### config.mk
export PLATFORM = sky130hd
export DESIGN_NAME = nic8_sequencer
export DESIGN_NICKNAME = d
export VERILOG_FILES = /design/src/rtl/nic8_pkg.sv /design/src/rtl/nic8_exec_decode.sv /design/src/rtl/nic8_sequencer.sv
export SDC_FILE = /design/constraint.sdc
export NUM_CORES = 1
export LEC_CHECK = 0
export BUFFER_PORTS_ARGS = -buffer_cell sky130_fd_sc_hd__buf_2
export CORE_AREA = 2 2 54 56
export CTS_BUF_LIST = sky130_fd_sc_hd__clkbuf_2 sky130_fd_sc_hd__clkbuf_4 sky130_fd_sc_hd__clkbuf_8
export CTS_CLUSTER_DIAMETER = 200
export DETAILED_ROUTE_END_ITERATION = 8
export DIE_AREA = 0 0 56 58
export PLACE_DENSITY = 0.86
export RECOVER_POWER = 100
export SKIP_LAST_GASP = 1
export SYNTH_ARGS = -nofsm -noshare
export SYNTH_HDL_FRONTEND = slang
export SYNTH_HIERARCHICAL = 1
export SYNTH_SLANG_ARGS = --single-unit
### constraint.sdc
create_clock -name clk -period 2.2 [get_ports clk]
set_input_delay 0 -clock clk [delete_from_list [all_inputs] [get_ports clk]]
set_output_delay 0 -clock clk [all_outputs]
set_load 0.02 [all_outputs]
### src/rtl/nic8_pkg.sv
// Shared constants for the nic8 control unit: control-word bit positions,
// instruction field codes and the sequencer state type.
package nic8_pkg;

    localparam int CTRL_W = 14;

    localparam int CB_LOADIR  = 13;
    localparam int CB_LOADPC  = 12;
    localparam int CB_LOADA   = 11;
    localparam int CB_LOADB   = 10;
    localparam int CB_LOADX   = 9;
    localparam int CB_OUT     = 8;
    localparam int CB_STORE   = 7;
    localparam int CB_ASSERTM = 6;
    localparam int CB_ASSERTE = 5;
    localparam int CB_ASSERTA = 4;
    localparam int CB_ASSERTX = 3;
    localparam int CB_IMM     = 2;
    localparam int CB_JUMP    = 1;
    localparam int CB_SUB     = 0;

    localparam logic [2:0] DST_A     = 3'd0;
    localparam logic [2:0] DST_B     = 3'd1;
    localparam logic [2:0] DST_X     = 3'd2;
    localparam logic [2:0] DST_OUT   = 3'd3;
    localparam logic [2:0] DST_JMP   = 3'd4;
    localparam logic [2:0] DST_JC    = 3'd5;
    localparam logic [2:0] DST_STORE = 3'd6;
    localparam logic [2:0] DST_HALT  = 3'd7;

    localparam logic [1:0] SRC_IMM = 2'd0;
    localparam logic [1:0] SRC_ALU = 2'd1;
    localparam logic [1:0] SRC_A   = 2'd2;
    localparam logic [1:0] SRC_X   = 2'd3;

    typedef enum logic [1:0] {
        ST_FETCH  = 2'd0,
        ST_EXEC   = 2'd1,
        ST_HALTED = 2'd2
    } state_t;

    function automatic logic [CTRL_W-1:0] cb_bit(input int idx);
        return {{(CTRL_W-1){1'b0}}, 1'b1} << idx;
    endfunction

    localparam logic [CTRL_W-1:0] FETCH_WORD =
        cb_bit(CB_LOADIR) | cb_bit(CB_ASSERTM) | cb_bit(CB_IMM);

endpackage

### src/rtl/nic8_exec_decode.sv
// Combinational decode of the instruction opcode bits into the EXEC-phase
// control word, plus flags for HALT and memory use.
module nic8_exec_decode
    import nic8_pkg::*;
(
    input  logic [5:0]        i_op,
    input  logic              i_flag_carry,
    output logic [CTRL_W-1:0] o_word,
    output logic              o_is_halt,
    output logic              o_uses_mem
);

    logic [2:0] w_dest;
    logic [1:0] w_src;

    assign w_dest = i_op[5:3];
    assign w_src  = i_op[2:1];

    always_comb begin
        o_word = '0;
        // HALT only drives the bus for the immediate form, so PC still skips the operand
        if (w_dest != DST_HALT || w_src == SRC_IMM) begin
            case (w_src)
                SRC_IMM: begin
                    o_word[CB_ASSERTM] = 1'b1;
                    o_word[CB_IMM]     = 1'b1;
                end
                SRC_ALU: o_word[CB_ASSERTE] = 1'b1;
                SRC_A:   o_word[CB_ASSERTA] = 1'b1;
                default: o_word[CB_ASSERTX] = 1'b1;
            endcase
        end
        case (w_dest)
            DST_A:     o_word[CB_LOADA] = 1'b1;
            DST_B:     o_word[CB_LOADB] = 1'b1;
            DST_X:     o_word[CB_LOADX] = 1'b1;
            DST_OUT:   o_word[CB_OUT]   = 1'b1;
            DST_JMP: begin
                o_word[CB_LOADPC] = 1'b1;
                o_word[CB_JUMP]   = 1'b1;
            end
            DST_JC: begin
                o_word[CB_LOADPC] = 1'b1;
                o_word[CB_JUMP]   = i_flag_carry;
            end
            DST_STORE: o_word[CB_STORE] = 1'b1;
            default: ;
        endcase
        o_word[CB_SUB] = i_op[0];
    end

    assign o_is_halt  = (w_dest == DST_HALT);
    assign o_uses_mem = o_word[CB_ASSERTM] | o_word[CB_STORE];

endmodule

### src/rtl/nic8_sequencer.sv
// nic8 fetch/execute sequencer with run/step/halt debug handshake,
// memory-ready stall and retired-instruction counter.
module nic8_sequencer
    import nic8_pkg::*;
#(
    parameter bit START_RUNNING = 1'b1,
    parameter int CNT_W         = 16
) (
    input  logic              clk,
    input  logic              reset,
    input  logic [7:0]        ir,
    input  logic              flagCarry,
    input  logic              mem_ready,
    input  logic              run,
    input  logic              step,
    input  logic              halt_req,
    output logic [CTRL_W-1:0] controlBits,
    output logic              halted,
    output logic              fetch_phase,
    output logic [CNT_W-1:0]  instr_count
);

    state_t            r_state;
    state_t            w_state_next;
    logic              r_step_mode, w_step_mode_next;
    logic              r_halt_pending, w_halt_pending_next;
    logic [CNT_W-1:0]  r_count;
    logic [CTRL_W-1:0] w_exec_word, w_word;
    logic              w_is_halt, w_uses_mem, w_stall, w_retire;
    logic              w_unused_ir;

    assign w_unused_ir = &{1'b0, ir[1:0]};

    nic8_exec_decode u_decode (
        .i_op         (ir[7:2]),
        .i_flag_carry (flagCarry),
        .o_word       (w_exec_word),
        .o_is_halt    (w_is_halt),
        .o_uses_mem   (w_uses_mem)
    );

    always_comb begin
        w_state_next        = r_state;
        w_step_mode_next    = r_step_mode;
        w_halt_pending_next = r_halt_pending | halt_req;
        w_word              = '0;
        w_stall             = 1'b0;
        w_retire            = 1'b0;
        case (r_state)
            ST_FETCH: begin
                w_word  = FETCH_WORD;
                w_stall = !mem_ready;
                if (!w_stall) begin
                    w_state_next = ST_EXEC;
                end
            end
            ST_EXEC: begin
                w_word  = w_exec_word;
                w_stall = w_uses_mem && !mem_ready;
                if (!w_stall) begin
                    w_retire = 1'b1;
                    // halt_req arriving on the boundary cycle itself still counts
                    if (w_is_halt || r_halt_pending || halt_req || r_step_mode) begin
                        w_state_next        = ST_HALTED;
                        w_halt_pending_next = 1'b0;
                        w_step_mode_next    = 1'b0;
                    end else begin
                        w_state_next = ST_FETCH;
                    end
                end
            end
            default: begin
                w_halt_pending_next = 1'b0;
                if (run) begin
                    w_state_next     = ST_FETCH;
                    w_step_mode_next = 1'b0;
                end else if (step) begin
                    w_state_next     = ST_FETCH;
                    w_step_mode_next = 1'b1;
                end
            end
        endcase
    end

    always_ff @(posedge clk) begin
        if (!reset) begin
            r_state        <= START_RUNNING ? ST_FETCH : ST_HALTED;
            r_step_mode    <= 1'b0;
            r_halt_pending <= 1'b0;
            r_count        <= '0;
        end else begin
            r_state        <= w_state_next;
            r_step_mode    <= w_step_mode_next;
            r_halt_pending <= w_halt_pending_next;
            if (w_retire) begin
                r_count <= r_count + CNT_W'(1);
            end
        end
    end

    assign controlBits = (w_stall || !reset) ? '0 : w_word;
    assign halted      = (r_state == ST_HALTED);
    assign fetch_phase = (r_state == ST_FETCH);
    assign instr_count = r_count;

endmodule
# --- Yosys cells after proc, flatten, opt, wreduce, memory -nomap -nowiden ---
# Index checks and enable logic that the tools add are counted.
totals:
  n_memories: 0
  mem_bits_ro: 0
  ram_bits: 0
  regBits: 20
  out_inout_bits: 32
  elab_cells: 71
  inputBits: 15
  latch_bits: 0
classes:
  addsub: 1
  n_reduce_logical: 17
  muxes: 31
  bitwise: 3
  n_div: 0
  n_eq_ne: 15
  shift: 0
  n_mul: 0
  order_cmp: 0
ops:
  columns: ["op", "n"]
  rows:
  - ["$pmux 14 s2", 1]
  - ["$mux 1", 18]
  - ["$add 16x1->16 const B", 1]
  - ["$mux 14", 1]
  - ["$eq 3x3->1 const B", 4]
  - ["$mux 2", 5]
  - ["$pmux 1 s2", 4]
  - ["$eq 3x2->1 const B", 2]
  - ["$ne 2x2->1 const B", 3]
  - ["$logic_or 1x1->1", 5]
  - ["$mux 5", 1]
  - ["$eq 2x1->1 const B", 2]
  - ["$eq 2x2->1 const B", 2]
  - ["$logic_not 2->1", 2]
  - ["$pmux 2 s2", 1]
  - ["$reduce_and 4->1", 1]
  - ["$reduce_bool 4->1", 1]
  - ["$eq 3x1->1 const B", 1]
  - ["$logic_not 3->1", 1]
  - ["$ne 3x3->1 const B", 1]
  - ["$reduce_and 3->1", 1]
  - ["$reduce_bool 3->1", 1]
  - ["$reduce_or 3->1", 1]
  - ["$logic_not 1->1", 2]
  - ["other kinds (4)", 5]

# --- Longest topological paths before layout ---
depth:
  ltp_word: 9
  mapped_depth: 8
  ltp_nobuf: 6

# --- Hierarchy ---
# Netlist, hierarchy kept.
by_module_without_submodules:
  columns: ["mod", "seq_area_each_um2", "area_per_inst_um2", "cells_per_inst", "instances"]
  rows:
  - ["nic8_sequencer", 400.4, 1081.0, 133, 1]
  - ["nic8_exec_decode", 0.0, 137.6, 20, 1]

# --- Worst setup path after synthesis ---
# OpenSTA, ideal clock, no wires.
synth_timing:
  kind: "register to register"
  from: "register r_count[0] (netlist: instr_count[0])"
  to: "register r_count[14] (netlist: instr_count[14])"
  arrival_time_ns: 1.865
  path_slack_ns: 0.265
  setup_time_ns: 0.070
  path_stages_with_launch: 7
  path_buffers: 1
  required_time_ns: 2.130
  synth_period_minus_slack_ns: 1.935
  cell_sequence: "dfxtp_1 -> ha_1 -> nand3_1 -> or3_1 -> clkbuf_2 -> or4_1 -> a21oi_1"
synth_between:
  elab_chain_len: 1
synth_lines:
  columns: ["element", "line_no", "source"]
  rows:
  - ["start, declared", "nic8_sequencer.sv:27", "logic [CNT_W-1:0] r_count;"]
  - ["start signal, assigned", "nic8_sequencer.sv:96", "r_count <= r_count + CNT_W'(1);"]
  - ["$add 16x1->16", "nic8_sequencer.sv:96", null]
# Every way passes these cells.
# A chain may end at the register's enable or synchronous reset.

# --- Worst setup path in the final report ---
layout_timing:
  from: "register r_state[0]"
  to: "output port controlBits[12]"
layout_between:
  elab_chain_len: 4
  word_cells_on_any_way: 6
  classes_between: "eq/ne: 1; mux: 3; reduce/logical: 2"
layout_lines:
  columns: ["element", "line_no", "source"]
  rows:
  - ["start, declared", "nic8_sequencer.sv:23", "state_t r_state;"]
  - ["start signal, assigned", "nic8_sequencer.sv:87", "r_state <= START_RUNNING ? ST_FETCH : ST_HALTED;"]
  - ["start signal, assigned", "nic8_sequencer.sv:92", "r_state <= w_state_next;"]
  - ["$eq 2x1->1 or $logic_not 2->1 (tied branches)", "nic8_sequencer.sv:49", "case (r_state)"]
  - ["$pmux 1 s2", "nic8_sequencer.sv:49", null]
  - ["$logic_or 1x1->1", "nic8_sequencer.sv:101", "assign controlBits = (w_stall || !reset) ? '0 : w_word;"]
  - ["$mux 14 *", "nic8_sequencer.sv:101", null]
  - ["end, declared", "nic8_sequencer.sv:17", "output logic [CTRL_W-1:0] controlBits,"]
# Mark *: on every way between the ends. The rest lies on a longest branch, timed or not.

==> results.ini <==
[worst_setup_path]
critPathTopFamily=simple AND/OR/NAND/NOR gates
slowest_delay_ps=550
path_buf_inv=1
cp-end-kind=output port
worstRegToRegCells=5
reg2reg_slack_ps=290
r2r_start=instr_count[0]
crit_fanout=13
r2r-end=instr_count[14]
cpMaxStageDelayCell=dfxtp_1
critPathLaunchType=flop
cp.arrival_ps=1980
path_class=flop to output port
critPathLaunch=r_state[0]
worst_ep_required_time_ps=2200
worstPathCellList=nand2b_4 -> nor2_1 -> and3_1 -> clkbuf_1

[clock_tree]
post_cts_buffers=0
cts_hold_buf=5
clock-root-buffer=clkbuf_4
cts_resized=0
cts.path.max_buffers=2
clock-sinks=20
cts_buffers=3
clock_latency_ps=300
cts_tree=built
htree_num_levels=1
clk_pin_slew_ps=120

[worst_hold_path]
hold_path.class=primary input to flop
min_to=instr_count[11]
holdCritStartpoint=reset
min_path_cells=4

[drt]
first_pass_iters=5
wl_per_cell_um=11.9
drt_iter0_drc=48
num_vias=1233
drt_drc_violations_left=0
viasPerCell=5.43
drt-total-wl_um=2700
ant_nets=0

[floorplanning]
start_util_pct=45.8
die_area_sq_mm=0.00325
boundaryPins=47
core-area_sq_mm=0.00266
std_cell_rows=19
chipWidth_um=56
die_h_um=58

[logic_synthesis]
ys_seq_area_share_pct=32.9
synth_top_area_share_pct=32.9
yosysWarnings=6
synthArstFlopShare_pct=0
yosys-top-cells-count=dfxtp_1 (20), nor2_1 (16), a21oi_1 (13)
ys_ff_latch=20
synth_cell_types=41
synth_cells=153
avgSynthCellArea_sq_um=7.97
yosysMostFrequentCell=dfxtp_1
synth_edf_count=0
synth_area_sq_mm=0.00122
synthFlopType=dfxtp_1
synth_top_area_cell=dfxtp_1
ys_top_cells_by_area=dfxtp_1 (33%), and3_1 (5.6%), a21oi_1 (5.3%)
synth_nets=169

[grt]
grt_pass1_wl_um=4420
grt_pass1_vias=1105
grt_util_all_layers_pct=16.6
antenna_found_initial=0
grt.overflow.total=0
grt_max_degree=21

[finish]
syn2layout_area_growth_pct=20.9
drive_gt1_share_pct=16.8
regArea_sq_um=400
fill_cells=264
final_util_pct=55.4
num-nets-final=213
multiInputGateArea_sq_um=719
num_antenna_cells=0
stdcell_area_sq_mm=0.00147

[place]
hpwl_um=1930
gp_congestion=0.779
port_buffers=44
placed_area_sq_mm=0.00142

[sta]
finalCritPeriodShare_pct=89.9
fin_tns_setup_ps=0
drv_slew=0
rsz0062_at_grt=false
hold_ws_ps=251
hold_viol_final=0
fin_worst_skew_ps=2.64
post-route-min-period_ps=1980
tightest_slew_ps=654
fmax_mhz=505
relSlewSlack_pct=56.2
setup_viol=0

[power_and_ir_drop]
vdd_ir_drop_max_mv=0.325
p_leak_nw=0.579
power_density_mw_per_mm2=478

[job]
drv_cap=0

[run_status]
status=finished, final reports clean

## worst reg2reg max path: cells and delay by family (launching register included)
family | cells | cell delay, ps
AND/OR/NAND/NOR | 3 | 1080
AO/OA/AOI/OAI | 1 | 140
adder cells (fa/ha/maj) | 1 | 200
flip-flops | 1 | 430
## cells in the final DEF, fill, tap and decap left out, types with 2 or more instances in the layout
master / count
clkbuf_4: 3
nand2_1: 8
and4_1: 2
o22ai_1: 2
clkbuf_2: 4
inv_1: 6
nand4_1: 5
dfxtp_1: 20
or3_1: 5
nand3_1: 6
nor3b_2: 2
o31ai_1: 4
nor4_1: 2
nor2b_1: 2
nor4b_1: 2
dlygate4sd3_1: 5
nor2_1: 16
buf_2: 17
nor3b_1: 2
xnor2_1: 5
a21oi_1: 13
or4_1: 4
buf_4: 2
clkbuf_1: 23
and3_1: 11
nor3_1: 2
xor2_1: 3
o21ai_0: 4
## routing by layer
layer | GRT usage (%) | routed length, um | up-vias
met5 | 0 | 0 | -
met4 | 6.12 | 26 | 0
met3 | 2.90 | 152 | 4
met2 | 30.9 | 1300 | 39
met1 | 19.1 | 1220 | 557
li1 | - | - | 633
## cells by family (layout without fill, tap and decap cells)
family	Yosys count	after routing	share of synthesized area, %
simple gates	77	77	38.1
compound gates	28	28	13.9
flops	20	20	32.9
buf+inv	18	61	8.11
xor+xnor	8	8	5.75
fa+ha+maj	1	1	1.03
other cells	1	1	0.308
## power breakdown
group          total, mW  internal, mW  leakage, nW  switching [mW]
clock network      0.218         0.101       0.0210           0.117
logic              0.110        0.0442        0.397          0.0653
registers          0.377         0.368        0.162         0.00914
## sequential cells by signal, indices dropped and copies added, names as in the netlist
name,cells
instr_count,16
r_halt_pending,1
r_state,2
r_step_mode,1
## stage by stage
stage	instances	power (mW)	setup WS (ps)
floorplan	153	0.461	265
global placement	218	0.491	360
detailed placement	218	0.492	313
CTS	227	0.710	283
global route	227	0.740	49.5
finish	227	0.705	222
## how the worst max path moves through the flow
stage / end / slack (ps) / depth (start not counted)
6_report: controlBits[12] / 220 / 4
4_1_cts: controlBits[8] / 280 / 4
3_3_place_gp: instr_count[12] / 360 / 4
2_1_floorplan: instr_count[14] / 260 / 6
5_1_grt: controlBits[12] / 50 / 4
3_5_place_dp: instr_count[12] / 310 / 5
## final cells by class
cell class,instances,share of cell area (%)
clock buffer,4,2.46
inverter,6,1.53
multi-input combinational,115,48.8
sequential,20,27.2
tap,31,2.63
timing repair buffer,51,17.4
No activity file was read; power rests on OpenSTA's default activity.
